--- config.mk ---
export PLATFORM = sky130hd
export DESIGN_NAME = rf_writeback_queue
export DESIGN_NICKNAME = d
export VERILOG_FILES = /design/src/rtl/cpu_wb_pkg.sv /design/src/rtl/wb_fifo.sv /design/src/rtl/rf_writeback_queue.sv
export SDC_FILE = /design/constraint.sdc
export NUM_CORES = 1
export LEC_CHECK = 0
export CAP_MARGIN = 0
export CORE_MARGIN = 4
export CORE_UTILIZATION = 60
export DETAILED_ROUTE_END_ITERATION = 7
export DONT_BUFFER_PORTS = 1
export PLACE_DENSITY = 0.76
export SLEW_MARGIN = 10
export SYNTH_ARGS = -nofsm -noshare
export SYNTH_HDL_FRONTEND = slang
export SYNTH_SLANG_ARGS = --single-unit
export TNS_END_PERCENT = 100
--- constraint.sdc ---
create_clock -name CLK -period 4.35 [get_ports CLK]
set_input_delay 0.2175 -clock CLK [delete_from_list [all_inputs] [get_ports CLK]]
set_output_delay 0.2175 -clock CLK [all_outputs]
set_load 0.02 [all_outputs]
--- src/rtl/cpu_wb_pkg.sv ---
// rtl/cpu_wb_pkg.sv - shared types and widths for the register-file writeback queue
// Purpose: one writeback request (destination register + data) as a packed struct.
package cpu_wb_pkg;

  localparam int REG_IDX_W = 3;
  localparam int DATA_W    = 8;

  typedef struct packed {
    logic [2:0] reg_idx;
    logic [7:0] data;
  } wb_entry_t;

endpackage

--- src/rtl/wb_fifo.sv ---
// rtl/wb_fifo.sv - circular FIFO of writeback entries with per-slot valid bits
// Purpose: DEPTH-entry storage; exposes head, occupancy, read pointer and all
//          slots so the parent can scan pending writes in age order.
// Ports:
//   clk_i, rst_i      clock, synchronous active-high reset
//   push_i, push_entry_i   enqueue request (ignored when full)
//   pop_i             dequeue request (ignored when empty)
//   head_o            oldest entry
//   full_o, empty_o, count_o   occupancy
//   rd_ptr_o          physical slot of the oldest entry
//   entries_o, valid_o     raw slot contents and occupancy per slot
module wb_fifo
  import cpu_wb_pkg::*;
#(
  parameter int DEPTH = 4,
  localparam int PTR_W = $clog2(DEPTH),
  localparam int CNT_W = $clog2(DEPTH) + 1
) (
  input  logic                  clk_i,
  input  logic                  rst_i,
  input  logic                  push_i,
  input  wb_entry_t             push_entry_i,
  input  logic                  pop_i,
  output wb_entry_t             head_o,
  output logic                  full_o,
  output logic                  empty_o,
  output logic [CNT_W-1:0]      count_o,
  output logic [PTR_W-1:0]      rd_ptr_o,
  output wb_entry_t [DEPTH-1:0] entries_o,
  output logic [DEPTH-1:0]      valid_o
);

  wb_entry_t [DEPTH-1:0] mem_q;
  logic [PTR_W-1:0] wr_ptr_q, wr_ptr_d;
  logic [PTR_W-1:0] rd_ptr_q, rd_ptr_d;
  logic [CNT_W-1:0] count_q, count_d;
  logic [DEPTH-1:0] valid_q, valid_d;
  logic             push_ok, pop_ok;

  assign full_o  = (count_q == CNT_W'(DEPTH));
  assign empty_o = (count_q == '0);

  // No pass-through when full: a push is refused even if a pop frees a slot.
  assign push_ok = push_i && !full_o;
  assign pop_ok  = pop_i && !empty_o;

  always_comb begin
    wr_ptr_d = wr_ptr_q;
    rd_ptr_d = rd_ptr_q;
    count_d  = count_q;
    valid_d  = valid_q;
    if (push_ok) begin
      valid_d[wr_ptr_q] = 1'b1;
      wr_ptr_d          = wr_ptr_q + PTR_W'(1);
    end
    // Push and pop never target the same slot: that would need a full queue.
    if (pop_ok) begin
      valid_d[rd_ptr_q] = 1'b0;
      rd_ptr_d          = rd_ptr_q + PTR_W'(1);
    end
    case ({push_ok, pop_ok})
      2'b10:   count_d = count_q + CNT_W'(1);
      2'b01:   count_d = count_q - CNT_W'(1);
      default: count_d = count_q;
    endcase
  end

  always_ff @(posedge clk_i) begin
    if (rst_i) begin
      wr_ptr_q <= '0;
      rd_ptr_q <= '0;
      count_q  <= '0;
      valid_q  <= '0;
    end else begin
      wr_ptr_q <= wr_ptr_d;
      rd_ptr_q <= rd_ptr_d;
      count_q  <= count_d;
      valid_q  <= valid_d;
    end
  end

  // Payload needs no reset; valid_q qualifies every slot.
  always_ff @(posedge clk_i) begin
    if (push_ok && !rst_i) begin
      mem_q[wr_ptr_q] <= push_entry_i;
    end
  end

  assign head_o    = mem_q[rd_ptr_q];
  assign count_o   = count_q;
  assign rd_ptr_o  = rd_ptr_q;
  assign entries_o = mem_q;
  assign valid_o   = valid_q;

endmodule

--- src/rtl/rf_writeback_queue.sv ---
// rtl/rf_writeback_queue.sv - arbitrated writeback queue in front of the register file
// Purpose: accepts one result per cycle (memory stage has priority over ALU),
//          drains one per cycle into the register file write port, and reports
//          pending writes (busy_mask) and the youngest pending value (fwd_*).
// Ports:
//   CLK, Reset                       clock, synchronous active-high reset
//   mem_valid/mem_reg/mem_data/mem_ready   memory-stage producer
//   alu_valid/alu_reg/alu_data/alu_ready   ALU producer
//   wb_stall                         hold the drain
//   regWrite/wrReg/writeValue        register file write port
//   lookup_reg/fwd_hit/fwd_value     forwarding query
//   busy_mask                        registers with queued writes
//   count                            occupied entries
module rf_writeback_queue
  import cpu_wb_pkg::*;
#(
  parameter int DEPTH = 4,
  parameter int NREGS = 8,
  localparam int CNT_W = $clog2(DEPTH) + 1
) (
  input  logic                 CLK,
  input  logic                 Reset,
  input  logic                 mem_valid,
  input  logic [REG_IDX_W-1:0] mem_reg,
  input  logic [DATA_W-1:0]    mem_data,
  output logic                 mem_ready,
  input  logic                 alu_valid,
  input  logic [REG_IDX_W-1:0] alu_reg,
  input  logic [DATA_W-1:0]    alu_data,
  output logic                 alu_ready,
  input  logic                 wb_stall,
  output logic                 regWrite,
  output logic [REG_IDX_W-1:0] wrReg,
  output logic [DATA_W-1:0]    writeValue,
  input  logic [REG_IDX_W-1:0] lookup_reg,
  output logic                 fwd_hit,
  output logic [DATA_W-1:0]    fwd_value,
  output logic [NREGS-1:0]     busy_mask,
  output logic [CNT_W-1:0]     count
);

  localparam int PTR_W = $clog2(DEPTH);

  wb_entry_t             push_entry;
  wb_entry_t             head;
  wb_entry_t [DEPTH-1:0] entries;
  logic [DEPTH-1:0]      valid;
  logic [PTR_W-1:0]      rd_ptr;
  logic                  full, empty, push;

  assign mem_ready = !full;
  assign alu_ready = !full && !mem_valid;
  assign push      = (mem_valid && mem_ready) || (alu_valid && alu_ready);

  always_comb begin
    push_entry = '0;
    if (mem_valid) begin
      push_entry.reg_idx = mem_reg;
      push_entry.data    = mem_data;
    end else begin
      push_entry.reg_idx = alu_reg;
      push_entry.data    = alu_data;
    end
  end

  // Suppressed during Reset so a queue being discarded never writes the file.
  assign regWrite   = !empty && !wb_stall && !Reset;
  assign wrReg      = empty ? '0 : head.reg_idx;
  assign writeValue = empty ? '0 : head.data;

  wb_fifo #(.DEPTH(DEPTH)) u_fifo (
    .clk_i        (CLK),
    .rst_i        (Reset),
    .push_i       (push),
    .push_entry_i (push_entry),
    .pop_i        (regWrite),
    .head_o       (head),
    .full_o       (full),
    .empty_o      (empty),
    .count_o      (count),
    .rd_ptr_o     (rd_ptr),
    .entries_o    (entries),
    .valid_o      (valid)
  );

  // Walk oldest to youngest; a later match overwrites, so the youngest wins.
  always_comb begin
    fwd_hit   = 1'b0;
    fwd_value = '0;
    for (int k = 0; k < DEPTH; k++) begin
      if ((CNT_W'(k) < count) &&
          (entries[PTR_W'(rd_ptr + PTR_W'(k))].reg_idx == lookup_reg)) begin
        fwd_hit   = 1'b1;
        fwd_value = entries[PTR_W'(rd_ptr + PTR_W'(k))].data;
      end
    end
  end

  always_comb begin
    busy_mask = '0;
    for (int i = 0; i < DEPTH; i++) begin
      if (valid[i]) begin
        busy_mask[entries[i].reg_idx] = 1'b1;
      end
    end
  end

endmodule
Word level (Yosys, flattened, before mapping)
Cells that the tools add are included.

Flip-flop bits (word level): 55. Bits of input ports: 30.

Bitwise operators: 6. Reduce and logical (&&, ||, !) cells: 26. Equal/unequal tests: 7. Add/subtract/negate cells: 6. Multiplexer cells: 41. Order comparisons: 19.

Operator list (count): $bmux W11 S2 (4); $mux W8 (9); $mux W11 (6); $bwmux W44 (1); $or A8 B8 Y8 (3); $demux W11 S2 (1); $logic_and A1 B1 Y1 (18); $lt A3 B4 Y1 const B (4); $lt A2 B3 Y1 const B (5); $demux W1 S3 (4); $eq A3 B3 Y1 (4); $ge A3 B1 Y1 const B (4); $mux W1 (10); $mux W4 (2); $lt A1 B3 Y1 const A (2); $lt A2 B3 Y1 const A (2); $pmux W3 S2 (1); $logic_not A1 Y1 (5); $add A2 B1 Y2 const B (2); $add A2 B2 Y2 const B (2); $and A4 B4 Y4 (1); $demux W1 S2 (2); $ge A2 B1 Y1 const B (2); $not A4 Y4 (1); 10 further kinds (10).

Longest topological paths before layout
Depth after elaboration: 11. Gate-level depth with buffers: 14. Depth with buffers taken out: 9.

Cells and area by module
Synthesis repeated with hierarchy kept, for this count alone.

Cells, all modules: 400. Area, all modules: 4245.3 um^2.

Modules (own cells, without submodules): wb_fifo (seq. area each 1541.5 um^2, cells each 126, instances 1, area each 2220.9 um^2); rf_writeback_queue (seq. area each 0.0 um^2, cells each 274, instances 1, area each 2024.4 um^2).

Least setup slack after synthesis
OpenSTA, ideal clock, no wires.

Kind: flip-flop to output port. Start: reg u_fifo.rd_ptr_q[0], in the netlist u_fifo.rd_ptr_o[0]. End: out fwd_value[7]. Slack: 235 ps. Data arrival time: 3897 ps. Cell stages (with the launch flop): 14. Cells stage by stage: dfxtp_1 buf_4 buf_6 buf_2 clkbuf_1 inv_2 ha_1 buf_6 mux4_1 xor2_1 nor4_4 nor4_4 a221oi_1 o31ai_1.

Word-level cells in the longest chain between the ends: 8. Elaborated cells on any way between the ends: 23. Those cells by class: 3 x add/sub; 4 x eq/ne; 12 x mux; 4 x reduce/logical.

RTL lines: from (decl) (line wb_fifo.sv:35) `logic [PTR_W-1:0] rd_ptr_q, rd_ptr_d;`; from (signal assigned) (line wb_fifo.sv:76) `rd_ptr_q <= rd_ptr_d;`; $add A2 B1 Y2 or $bmux W11 S2 (tied branches) (line rf_writeback_queue.sv:92, rf_writeback_queue.sv:94); $bmux W11 S2 or $mux W11 (tied branches) (line rf_writeback_queue.sv:92, rf_writeback_queue.sv:94); $mux W11 (implied by the code) or $eq A3 B3 Y1 (tied branches) (line rf_writeback_queue.sv:94, rf_writeback_queue.sv:92); $eq A3 B3 Y1 or $logic_and A1 B1 Y1 (tied branches) (line rf_writeback_queue.sv:92, rf_writeback_queue.sv:91); $logic_and A1 B1 Y1 or $mux W8 (tied branches) (line rf_writeback_queue.sv:91) `if ((CNT_W'(k) < count) &&`; $mux W8 (2 in a row) (line rf_writeback_queue.sv:91); $mux W8 * (line rf_writeback_queue.sv:91); to (decl) (line rf_writeback_queue.sv:37) `output logic [DATA_W-1:0] fwd_value,`.

Every way passes the cells marked *; elsewhere a longest branch is shown, timed or not. The select of a mux whose other input is x is not followed.

Worst setup path after layout
Start: reg u_fifo.rd_ptr_q[1], in the netlist u_fifo.rd_ptr_o[1]. End: out fwd_value[1].

Same word-level chain as after synthesis.

==> qor.yml <==
status:
  outcome: "completed"
drt:
  drt-total-wl_mm: 8.357
  routedWlPerCell_um: 21.71
  dr.pass1.iters: 5
  vias: 2748
  antenna_left: 0
  viasPerCell: 7.138
  drt_iter0_drc: 165
  drc: 0
floorplan:
  rows: 29
  start_util: 0.6185
  design.core.area_sq_um: 6386
  dieWidth_um: 89.14
  fp.dieH_um: 89.14
  io_pins: 64
  die_area_sq_um: 7946
placed_design:
  placedCellCount: 376
  hpwl_mm: 5.914
  placed_area_sq_um: 4051
  place_congestion: 0.9270
  io_buffers: 0
setup_path:
  crit_slowest_cell: "mux4_1"
  cp.required_ps: 4130
  path_cells: "inv_2 -> ha_1 -> buf_4 -> mux4_1 -> xor2_1 -> nor4_4 -> buf_4 -> nor4_4 -> a221oi_1 -> o31ai_1 -> buf_4"
  arrival_ps: 3580
  crit_type: "register to output pin"
  cp_max_fo: 12
  max_stage_delay_ps: 600
  start_kind: "register"
  worst_setup_path_end_kind: "output pin"
  critPathMostFrequentCell: "buf_4"
cells_and_area:
  num_antenna_cells: 0
  final_area_sq_um: 4149
  area_growth_syn_to_layout_pct: 5.036
  nNetsFinal: 350
  fin_util: 0.6497
  layout.cells.non_filler: 385
  n_fill_cell: 488
  drive_gt1_frac: 0.2630
sta:
  hold_violations: 0
  finClkSkew_ps: 17.67
  rsz0062_at_grt: "no"
  slew_headroom: 0.4426
  worstMarginPinSlew_ps: 829.8
  fin_crit_sh: 0.8728
  final.setup.tns_ps: 0
  setup_viol: 0
  fmax_mhz: 263.4
  post-route-min-period_ps: 3797
  maxSlewViolCount: 0
clock_tree:
  cts_tree: "yes"
  hold_buffers: 1
  clk_pin_slew_ps: 100
  numCtsBuffers: 5
  cts_buffer_depth: 2
  htree_levels: 2
  post_cts_buffers: 0
  root_buffer: "clkbuf_8"
  cts.sink_count: 55
  cts-resized-gates: 0
  insertion_delay_ps: 310
power:
  pwr_density_cell_nw_per_um2: 506.2
  p_leak_nw: 1.324
  ir_drop_uv: 345.1
global_routing:
  grt-ovfl-total: 0
  grt_max_degree: 49
  grt_pass1_vias: 2617
  antenna_found_initial: 0
  grt_pass1_wl_mm: 13.23
  grtUsageTotal: 0.2221
yosys:
  yosysSeqAreaShare: 0.3902
  synthFlopType: "edfxtp_1"
  ys_warn_count: 0
  syn_inst: 305
  synth_nets: 348
  avgSynthCellArea_sq_um: 12.95
  syn_area_sq_um: 3950
  synth-edff-count: 44
  synth-seq-cells: 55
  synthArstFlopShare: 0
  ys_types: 46
flow_run:
  drv_cap: 0
worst_hold_path:
  hold_class: "input port to register"
## power by group
group / switching (mW) / internal, mW
sequential: 0.0910 / 0.636
clock: 0.170 / 0.117
combinational: 0.592 / 0.494
## layout by cell type, fill, tap and decap left out, types with 2 or more instances in the layout
master,instances
a21oi_1,8
inv_2,3
o311ai_1,2
a22oi_1,2
mux4_1,3
a211oi_1,5
nand3_1,9
buf_4,14
nand4_1,6
nand2_1,18
inv_1,4
nor3b_1,2
nand2b_1,3
o31ai_1,9
nor4_4,2
dfxtp_1,10
or3_1,2
xor2_1,8
edfxtp_1,44
a31oi_1,4
mux4_2,41
xnor2_1,7
nor3_1,4
nor2_1,18
clkbuf_8,5
ha_1,13
a221oi_1,8
nor2b_1,9
and2_1,15
o21ai_0,3
mux2_2,11
## cell type report
class,instances,area [sq um],area share
multi-input combinational,223,2281,0.5498
sequential,55,1543,0.3718
timing repair buffer,15,115.1,0.02774
tap,77,96.34,0.02322
clock buffer,6,72.57,0.01749
inverter,7,26.28,0.006333
clock inverter,2,15.01,0.003619
## cells in the mapped netlist (2+ instances only)
master / count / share of area
nor2b_1: 9 / 0.014
buf_2: 5 / 0.0063
o311ai_1: 2 / 0.0044
nor2_1: 18 / 0.017
o31ai_1: 9 / 0.017
and2_1: 15 / 0.024
a21oi_1: 8 / 0.010
xnor2_1: 7 / 0.016
a22oi_1: 2 / 0.0038
a31oi_1: 4 / 0.0063
mux2_2: 11 / 0.031
nor3b_1: 2 / 0.0038
clkbuf_1: 8 / 0.0076
buf_6: 2 / 0.0057
nand2_1: 18 / 0.017
mux4_2: 41 / 0.23
edfxtp_1: 44 / 0.33
inv_2: 3 / 0.0029
mux4_1: 3 / 0.020
inv_1: 4 / 0.0038
or3_1: 2 / 0.0032
o21ai_0: 3 / 0.0038
buf_1: 3 / 0.0029
ha_1: 13 / 0.041
nor3_1: 4 / 0.0051
a221oi_1: 8 / 0.018
nor4_4: 2 / 0.011
dfxtp_1: 11 / 0.056
nand4_1: 6 / 0.0095
nand3_1: 9 / 0.011
nand2b_1: 3 / 0.0048
a211oi_1: 5 / 0.0095
xor2_1: 8 / 0.018
## flip-flops by register name (all words and copies together), names as in the netlist
register and count:
u_fifo.rd_ptr_o 2, u_fifo.wr_ptr_q 2, u_fifo.entries_o 44, u_fifo.count_o 3
u_fifo.valid_o 4
## cell families after synthesis
family / synth area share
flip-flops: 0.3902
AND/OR/NAND/NOR: 0.1315
buffers and inverters: 0.03231
adder cells (fa/ha/maj): 0.04118
AO/OA/AOI/OAI: 0.08394
multiplexers: 0.2876
XOR/XNOR: 0.03326
## final timing paths
path	slack (ps)	to	from	depth (start not counted)
setup / recovery	550	fwd_value[1]	u_fifo.rd_ptr_o[1]	11
hold reg to reg	510	u_fifo.wr_ptr_q[1]	u_fifo.wr_ptr_q[1]	2
setup reg to reg	1380	u_fifo.count_o[2]	u_fifo.count_o[0]	7
hold / removal	90	u_fifo.rd_ptr_o[0]	wb_stall	2
## metrics by stage
stage,hold slack [ps],total power [mW],setup slack [ps]
after floorplan,296.0,1.636,235.4
after detailed placement,293.9,1.829,892.7
after CTS,78.33,2.111,517.2
final,88.21,2.100,553.2
after global placement,290.2,1.814,982.9
after global routing,84.90,2.244,221.1
## per-layer routing
layer	routed length [um]	part of all wire	GRT usage
met1	3233	0.39	0.2968
met2	4232	0.51	0.3630
met3	799	0.096	0.06267
met4	91	0.011	0.05548
met5	0	0	0
## critical path: cells and delay by family, from the launching register on
kind	cells	cell delay, ps
AOI/OAI and AO/OA	2	520
muxes	1	600
adders and majority gates	1	270
buffers and inverters	4	660
xor gates and xnor gates	1	240
and+or+nand+nor	2	610
DFF	1	360
Note: power is estimated with default switching activity, not from simulation.
